### config.mk
export PLATFORM = sky130hd
export DESIGN_NAME = add8u_err_monitor_flat
export DESIGN_NICKNAME = d
export VERILOG_FILES = /design/src/rtl/add8u_err_monitor_if.sv /design/src/rtl/add8u_err_monitor.sv /design/src/flat_wrapper.sv
export SDC_FILE = /design/constraint.sdc
export NUM_CORES = 1
export LEC_CHECK = 0
export CORE_UTILIZATION = 56
export CTS_CLUSTER_DIAMETER = 150
export DETAILED_ROUTE_END_ITERATION = 6
export PLACE_DENSITY = 0.8
export SYNTH_ARGS = -nofsm -noshare
export SYNTH_HDL_FRONTEND = slang
export SYNTH_SLANG_ARGS = --single-unit
### constraint.sdc
create_clock -name clk -period 3.5 [get_ports clk]
set_input_delay 0.875 -clock clk [delete_from_list [all_inputs] [get_ports clk]]
set_output_delay 0.875 -clock clk [all_outputs]
set_load 0.005 [all_outputs]
### src/rtl/add8u_err_monitor_if.sv
// Sample/handshake/statistics bundle for the approximate-adder error monitor.
// The master drives stimulus and reads statistics; the slave is the monitor itself.
interface add8u_err_monitor_if #(
  parameter int unsigned WIN_LOG2 = 8
);
  logic                  start;
  logic                  in_valid;
  logic                  in_ready;
  logic [7:0]            a;
  logic [7:0]            b;
  logic [8:0]            o_apx;
  logic                  busy;
  logic                  done;
  logic [WIN_LOG2:0]     err_cnt;
  logic [8:0]            wce;
  logic [WIN_LOG2+8:0]   sae;

  modport master (
    output start, in_valid, a, b, o_apx,
    input  in_ready, busy, done, err_cnt, wce, sae
  );

  modport slave (
    input  start, in_valid, a, b, o_apx,
    output in_ready, busy, done, err_cnt, wce, sae
  );
endinterface

### src/rtl/add8u_err_monitor.sv
// Error-statistics monitor for an approximate 8-bit unsigned adder.
// Collects 2^WIN_LOG2 samples per window and reports error count, worst-case
// error and sum of absolute errors through a two-stage pipeline.
module add8u_err_monitor #(
  parameter int unsigned WIN_LOG2 = 8
) (
  input  logic               clk,
  input  logic               rst_n,
  add8u_err_monitor_if.slave bus
);

  typedef enum logic [1:0] {IDLE, RUN, DRAIN, DONE} state_e;
  typedef logic [WIN_LOG2:0]   cnt_t;
  typedef logic [WIN_LOG2+8:0] sae_t;

  localparam int unsigned WIN      = 1 << WIN_LOG2;
  localparam cnt_t        LAST_CNT = cnt_t'(WIN - 1);

  state_e     state_q, state_d;
  logic       in_ready_q, busy_q, done_q;
  cnt_t       cnt_q, cnt_d;

  logic       s1_v_q;
  logic [7:0] s1_a_q, s1_b_q;
  logic [8:0] s1_o_q;
  logic       s2_v_q;
  logic [8:0] s2_err_q, s2_err_d;

  cnt_t       err_cnt_q;
  logic [8:0] wce_q;
  sae_t       sae_q;

  logic       accept;
  logic       clear;
  logic [8:0] exact;

  assign accept = bus.in_valid & (state_q == RUN);
  assign clear  = bus.start & ((state_q == IDLE) | (state_q == DONE));

  // Next-state and sample counter.
  always_comb begin
    state_d = state_q;
    cnt_d   = cnt_q;
    if (clear) begin
      cnt_d = '0;
    end else if (accept) begin
      cnt_d = cnt_q + cnt_t'(1);
    end
    unique case (state_q)
      IDLE, DONE: if (bus.start) state_d = RUN;
      RUN:        if (accept && (cnt_q == LAST_CNT)) state_d = DRAIN;
      // Stage 1 empty means stage 2 retires its last sample on this edge,
      // so the final statistic update and the DONE entry coincide.
      DRAIN:      if (!s1_v_q) state_d = DONE;
      default:    state_d = IDLE;
    endcase
  end

  // FSM state with registered status outputs.
  always_ff @(posedge clk or negedge rst_n) begin
    if (!rst_n) begin
      state_q    <= IDLE;
      cnt_q      <= '0;
      in_ready_q <= 1'b0;
      busy_q     <= 1'b0;
      done_q     <= 1'b0;
    end else begin
      state_q    <= state_d;
      cnt_q      <= cnt_d;
      in_ready_q <= (state_d == RUN);
      busy_q     <= (state_d == RUN) | (state_d == DRAIN);
      done_q     <= (state_d == DONE);
    end
  end

  // Stage 1: capture accepted sample.
  always_ff @(posedge clk or negedge rst_n) begin
    if (!rst_n) begin
      s1_v_q <= 1'b0;
      s1_a_q <= '0;
      s1_b_q <= '0;
      s1_o_q <= '0;
    end else begin
      s1_v_q <= accept;
      if (accept) begin
        s1_a_q <= bus.a;
        s1_b_q <= bus.b;
        s1_o_q <= bus.o_apx;
      end
    end
  end

  // Absolute error of the approximate sum against the exact 9-bit sum.
  always_comb begin
    exact    = {1'b0, s1_a_q} + {1'b0, s1_b_q};
    s2_err_d = (s1_o_q >= exact) ? (s1_o_q - exact) : (exact - s1_o_q);
  end

  // Stage 2: hold the computed error for the statistics update.
  always_ff @(posedge clk or negedge rst_n) begin
    if (!rst_n) begin
      s2_v_q   <= 1'b0;
      s2_err_q <= '0;
    end else begin
      s2_v_q <= s1_v_q;
      if (s1_v_q) s2_err_q <= s2_err_d;
    end
  end

  // Window statistics: cleared on window open, updated as stage 2 retires.
  always_ff @(posedge clk or negedge rst_n) begin
    if (!rst_n) begin
      err_cnt_q <= '0;
      wce_q     <= '0;
      sae_q     <= '0;
    end else if (clear) begin
      err_cnt_q <= '0;
      wce_q     <= '0;
      sae_q     <= '0;
    end else if (s2_v_q) begin
      err_cnt_q <= err_cnt_q + cnt_t'(s2_err_q != '0);
      if (s2_err_q > wce_q) wce_q <= s2_err_q;
      sae_q     <= sae_q + sae_t'(s2_err_q);
    end
  end

  assign bus.in_ready = in_ready_q;
  assign bus.busy     = busy_q;
  assign bus.done     = done_q;
  assign bus.err_cnt  = err_cnt_q;
  assign bus.wce      = wce_q;
  assign bus.sae      = sae_q;

endmodule

### src/flat_wrapper.sv
// flat-port wrapper written by rule: the top's interface ports become plain ports
module add8u_err_monitor_flat 
#(
  parameter int unsigned WIN_LOG2 = 8
)
  (clk, rst_n, bus_start, bus_in_valid, bus_a, bus_b, bus_o_apx, bus_in_ready, bus_busy, bus_done, bus_err_cnt, bus_wce, bus_sae);
  add8u_err_monitor_if #(.WIN_LOG2(WIN_LOG2)) bus_i ();
  input  logic clk;
  input  logic rst_n;
  input wire logic [$bits(bus_i.start)-1:0] bus_start;
  input wire logic [$bits(bus_i.in_valid)-1:0] bus_in_valid;
  input wire logic [$bits(bus_i.a)-1:0] bus_a;
  input wire logic [$bits(bus_i.b)-1:0] bus_b;
  input wire logic [$bits(bus_i.o_apx)-1:0] bus_o_apx;
  output wire logic [$bits(bus_i.in_ready)-1:0] bus_in_ready;
  output wire logic [$bits(bus_i.busy)-1:0] bus_busy;
  output wire logic [$bits(bus_i.done)-1:0] bus_done;
  output wire logic [$bits(bus_i.err_cnt)-1:0] bus_err_cnt;
  output wire logic [$bits(bus_i.wce)-1:0] bus_wce;
  output wire logic [$bits(bus_i.sae)-1:0] bus_sae;
  assign bus_i.start = bus_start;
  assign bus_i.in_valid = bus_in_valid;
  assign bus_i.a = bus_a;
  assign bus_i.b = bus_b;
  assign bus_i.o_apx = bus_o_apx;
  assign bus_in_ready = bus_i.in_ready;
  assign bus_busy = bus_i.busy;
  assign bus_done = bus_i.done;
  assign bus_err_cnt = bus_i.err_cnt;
  assign bus_wce = bus_i.wce;
  assign bus_sae = bus_i.sae;
  add8u_err_monitor #(.WIN_LOG2(WIN_LOG2)) u_core (.clk(clk), .rst_n(rst_n), .bus(bus_i));
endmodule
==> metrics, run 1 <==
drt via density=5.611; FFs w/ async S/R, synth=100.0%; die height=100.1 um; Multi-input gate area=just over 3000 um^2; slew margin rel.=a little under a third; ranking of synthesized cells by area=dfrtp_1 (39%), ha_1 (12%), a21oi_1 (4.6%); Die Wd=approximately 100 um; Detailed Route Iter0 Violations=185; ant diodes=0; Sequential Area=2127 um^2; non-filler cells in the finished layout=766; CP Capture Type=register; WP buf/inv=0; clock slew at reported path FFs=about 0.090 ns; CP cell instances=ha_1 > a21o_1 > a21oi_1 > nor2b_1 > o21a_1 > o41a_1 > xor2_1 > ha_1 > nand4_1 > o21bai_1 > a21oi_2 > or4_1 > o311a_1 > nand3_1; CP max-delay cell=or4_1; Ports=67; final critical-path share of the clock period=93.30%; Hold Path Class=reg2reg; top cells by count, synth=dfrtp_1 (85), nor2_1 (53), ha_1 (51); num rows=35; clk sinks=85; port buffer count=66; Final Hold Viols=0; Worst EP arrival=3.56 ns; CTS Buffer Depth=2; Worst R2R End=u_core.s2_err_q[7]; GRT overflow=0; initial antenna violation count=0; min Tclk post-route=3.266 ns; layout cell share with drive strength beyond 1=8.477%; Core Util, Final=68.61%; HPWL Detailed=approximately 8.1 mm; critical path required time=roughly 3.8 ns; FF-to-FF path depth=14; Post-synth EDFFs=0; worst slew pin tran=between 1 and 1.5 ns; Cell variety after synth=56; max cap viols=0; nets=716; #FFs+latches synth=85; CTS tree=built; Syn. warnings=0; WP depth=14; reg-to-reg slack, setup=between 0.2 and 0.25 ns; Vias=4298; post-route DRC violation count=0; wire per inst=14.51 um; HP Start=u_core.s1_b_q[0]; GRT Util Overall=24.08%; initial core utilization=58.03%; reg2reg start=u_core.s1_b_q[1]; Syn Std Cell Area=5388 um^2; CP startpoint kind=register; clock root buffer=clkbuf_8; sequential share of the synthesized area=39.48%; area of the die=10020 um^2; Mapped Nets=about 660; Core Footprint=9284 um^2; syn_area_per_cell=9.435 um^2; Peak Freq=306.2 MHz; first-pass GRT wire length=19.36 mm; fillcell total=800; CTS buffer count=9; Worst-Skew Late Latency=0.36 ns; Max FO, Critical Path=4; DRT Wirelength=11.12 mm; CP delay by family, top=compound AO/OA/AOI/OAI gates; placer congestion estimate=0.8049; cell taking the most area after synthesis=dfrtp_1; post-cts resize count=0; area share of the largest cell type after synthesis=39.48%; Antenna Violating Nets Remaining=0; count leader, synth=dfrtp_1; Max Slew Vio Count=0; total iterations of the first detailed-routing run=4; Post-Synthesis Cells=between 500 and 600; H-tree depth=3; hold_buf cts=0; Area Growth Syn to Fin=18.23%; crit path from=u_core.s1_b_q[1]; pin count of the biggest net entering global routing=86; Hold Crit Depth=1; status=completed; CP Class=reg2reg; Worst Skew=roughly 0.014 ns; setup bufs post-CTS=0; CP max stage delay=0.41 ns; cell mode on critical path=ha_1; vias in the first global route=about 4300; Top FF cell, synth=dfrtp_1; WHS=~0.52 ns; Setup Viol. Count Final=0; Hold EP=u_core.s1_b_q[0]; Cell Count Post-Placement=750
## per-stage QoR
stage          setup WS, ns  area (um^2)  setup TNS (ns)
2_1_floorplan        0.2783         5388               0
3_3_place_gp         0.1443         6151               0
3_5_place_dp        0.03481         6151               0
4_1_cts             0.01630         6350               0
5_1_grt            -0.02733         6370        -0.02968
6_report             0.2344         6370               0
## worst max-delay path by stage
stage / end / slack [ns]
after CTS: u_core.s2_err_q[1] / 0.02
after floorplan: u_core.s2_err_q[1] / 0.28
after global routing: u_core.s2_err_q[7] / -0.03
after global placement: u_core.s2_err_q[1] / 0.14
final: u_core.s2_err_q[7] / 0.23
after detailed placement: u_core.s2_err_q[1] / 0.03
## per-layer routing
metal | GRT usage, % | part of all wire, % | up-vias
li1 | - | - | 2133
met1 | 30.10 | 45 | 2058
met2 | 42.23 | 50 | 90
met3 | 4.596 | 3.6 | 17
met4 | 7.581 | 1.3 | 0
met5 | 0 | 0 | -
## flip-flops by register name, indices dropped and copies added (netlist names)
| register | flops |
|---|---|
| u_core.bus.sae | 17 |
| u_core.bus.err_cnt | 9 |
| u_core.bus.wce | 9 |
| u_core.cnt_q | 9 |
| u_core.s1_o_q | 9 |
| u_core.s2_err_q | 9 |
| u_core.s1_a_q | 8 |
| u_core.s1_b_q | 8 |
| u_core.state_q | 2 |
| u_core.bus.busy | 1 |
| u_core.bus.done | 1 |
| u_core.bus.in_ready | 1 |
| u_core.s1_v_q | 1 |
| u_core.s2_v_q | 1 |
## logic make-up after synthesis
| family | count (synthesis) | synth area share (%) |
|---|---|---|
| flip-flops | 85 | 39.48 |
| AND/OR/NAND/NOR | 171 | 15.95 |
| buffers and inverters | 59 | 4.389 |
| multiplexers | 24 | 4.830 |
| adder cells (fa/ha/maj) | 55 | 13.33 |
| AO/OA/AOI/OAI | 146 | 16.98 |
| XOR/XNOR | 31 | 5.039 |
## cell type report
class | count | share of cell area, %
multi-input cells | 427 | 47.79
flip-flops and latches | 85 | 33.39
repair buffers | 71 | 10.92
well taps | 129 | 2.534
inverters | 38 | 2.239
clock buffers | 10 | 2.004
clock inverters | 6 | 1.120
## layout by cell type, fill, tap and decap left out, types with 6 or more instances in the layout
cell type / n
xor2_1: 13
o21ai_0: 40
clkdlybuf4s50_1: 65
nand4_1: 14
a21o_1: 12
a211oi_1: 6
mux2i_1: 8
clkbuf_8: 9
xnor2_1: 18
nor2b_1: 7
ha_1: 51
a21oi_1: 48
inv_1: 38
o21a_1: 8
buf_4: 6
nor2_1: 53
nand2_1: 37
dfrtp_1: 85
nand2b_1: 6
nand3_1: 20
mux2_2: 16
or3_1: 8
Power of run 1 is not shown: default switching activity piles up to over one toggle a cycle in this logic, so the estimate is an artifact.
==> run 2, diff against run 1 <==
--- a/config.mk
+++ b/config.mk
@@ -5,6 +5,8 @@
 export SDC_FILE = /design/constraint.sdc
 export NUM_CORES = 1
 export LEC_CHECK = 0
+export CAP_MARGIN = 25
+export CORE_ASPECT_RATIO = 1.2
 export CORE_UTILIZATION = 56
 export CTS_CLUSTER_DIAMETER = 150
 export DETAILED_ROUTE_END_ITERATION = 6
==> run 2 against run 1 <==
Sequential share of layout area fell by 0.16 points. Maximum frequency down 1.3%. Wire length grew 2.9%. Worst setup slack got worse by 0.044 ns. Sequential cell count is the same. Hold slack got worse by 0.052 ns. First-iteration DRC count is 5.9% higher. Global-route usage increased by 1.1 points. Die area hardly changed.
==> metrics, run 2 (same netlist as run 1, synthesis figures left out) <==
layout cell share with drive strength beyond 1=9.248% (+0.77 points); Ports=67 (unchanged); clk sinks=85 (unchanged); Die Wd=91.54 um (-8.5%); GRT overflow=0 (unchanged); num rows=38 (+8.6%); max reg flops=17 (unchanged); hold_buf cts=0 (unchanged); most common cell after layout, fill and taps aside=dfrtp_1; Hold Path Class=in2async; Core Footprint=9176 um^2 (-1.2%); Placed Area=6160 um^2 (+0.14%); Max FO, Critical Path=7 (+3); post-route DRC violation count=0 (unchanged); total iterations of the first detailed-routing run=6 (+2); HPWL Detailed=8.690 mm (+7.7%); Final Hold Viols=0 (unchanged); status=completed; M2 GR Usage=46.08% (+3.9 points); worst slew pin tran=0.6750 ns (-0.3735 ns); first-pass GRT wire length=20.02 mm (+3.4%); H-tree depth=3 (unchanged); Peak Freq=302.2 MHz (-1.3%); area of the die=10020 um^2 (about the same); max cap viols=0 (unchanged); initial antenna violation count=0 (unchanged); fin area=6401 um^2 (+0.49%); ant diodes=0 (unchanged); pin count of the biggest net entering global routing=48 (-44%); nets=717 (+0.14%); CP startpoint kind=register; GRT busiest layer=met2; critical path required time=3.80 ns (about the same); min Tclk post-route=3.309 ns (+0.04376 ns); RSZ-0062 raised after global routing=no; clock slew at reported path FFs=0.09 ns (about the same); Worst Skew=0.01065 ns (-0.003317 ns); M1 GR Usage=28.71% (-1.4 points); Detailed Route Iter0 Violations=196 (+5.9%); placer congestion estimate=0.9161 (+14%); CTS Buffer Depth=2 (unchanged); CTS buffer count=9 (unchanged); slew margin rel.=55.00% (+25 points); port buffer count=66 (unchanged); DRT Wirelength=11.44 mm (+2.9%); FF-to-FF path depth=14 (unchanged); wire per inst=15.09 um (+4.0%); Worst-Skew Late Latency=0.37 ns (about the same); GRT Util Overall=25.14% (+1.1 points); Area Growth Syn to Fin=18.81%; Antenna Violating Nets Remaining=0 (unchanged); final critical-path share of the clock period=94.55% (+1.3 points); Vias=4370 (+1.7%); setup bufs post-CTS=0 (unchanged); most frequent cells in the layout=dfrtp_1 (85), clkdlybuf4s50_1 (65), nor2_1 (53); initial core utilization=58.71% (+0.68 points); clock root buffer=clkbuf_8; vias in the first global route=4444 (+2.7%); die height=109.4 um (+9.4%); CTS tree=built; drt via density=5.765 (+2.7%); Worst EP arrival=3.61 ns (+0.05 ns); CP Class=reg2reg; CP Capture Type=register; Max Slew Vio Count=0 (unchanged); global routing usage on met3=4.495% (-0.10 points); Setup Viol. Count Final=0 (unchanged)
## run 2: worst paths after layout
path / startpoint / end / slack [ns]
min in group clk: u_core.s1_a_q[0] / u_core.s1_a_q[0] / 0.52
min: rst_n / u_core.bus.wce[4] / 0.47
max in group asynchronous: rst_n / u_core.cnt_q[4] / 2.41
max reg2reg: u_core.s1_b_q[1] / u_core.s2_err_q[7] / 0.19
max: u_core.s1_b_q[1] / u_core.s2_err_q[7] / 0.19
min reg2reg: u_core.s1_a_q[0] / u_core.s1_a_q[0] / 0.52
## run 2: layout make-up
class	instances	area, um^2
clock inverters	7	75.07
flip-flops and latches	85	2127
inverters	38	142.6
repair buffers	72	715.7
multi-input cells	427	3067
fillers	727	2775
well taps	120	150.1
clock buffers	9	123.9
## run 2: what timing repair did
item                       in CTS  in global routing
cloned                          0                  0
setup endpoints to repair       2                  8
resized for setup               1                  9
## run 2: metrics by stage
stage	setup TNS, ns	utilization, %	std cells	worst slack (ns)	hold slack (ns)
final	0	69.76	758	0.1907	0.4692
after global routing	0	69.76	758	0.001428	0.4950
after CTS	0	69.31	758	0.02459	0.4851
after detailed placement	-0.01886	67.13	742	-0.01886	0.5037
after global placement	0	67.13	742	0.08389	0.4941
after floorplan	0	-	571	0.2783	0.3932
## run 2: per-layer routing
layer  wire (um)  part of all wire, %
met1        4734                   41
met4         283                  2.5
met5           0                    0
met3         412                  3.6
met2        6012                   53
## run 2: worst max-delay path, stage by stage, from the launching register on
cell and delay (ns):
dfrtp_1 0.40, ha_1 0.29, a21o_1 0.16, a21oi_1 0.21
nor2b_1 0.08, o21a_1 0.20, o41a_1 0.36, xor2_1 0.16
ha_1 0.29, nand4_1 0.13, o21bai_1 0.10, a21oi_2 0.24
o21ai_2 0.16, o311a_1 0.38, nand3_1 0.08
Power of run 2 is left out for the same reason.
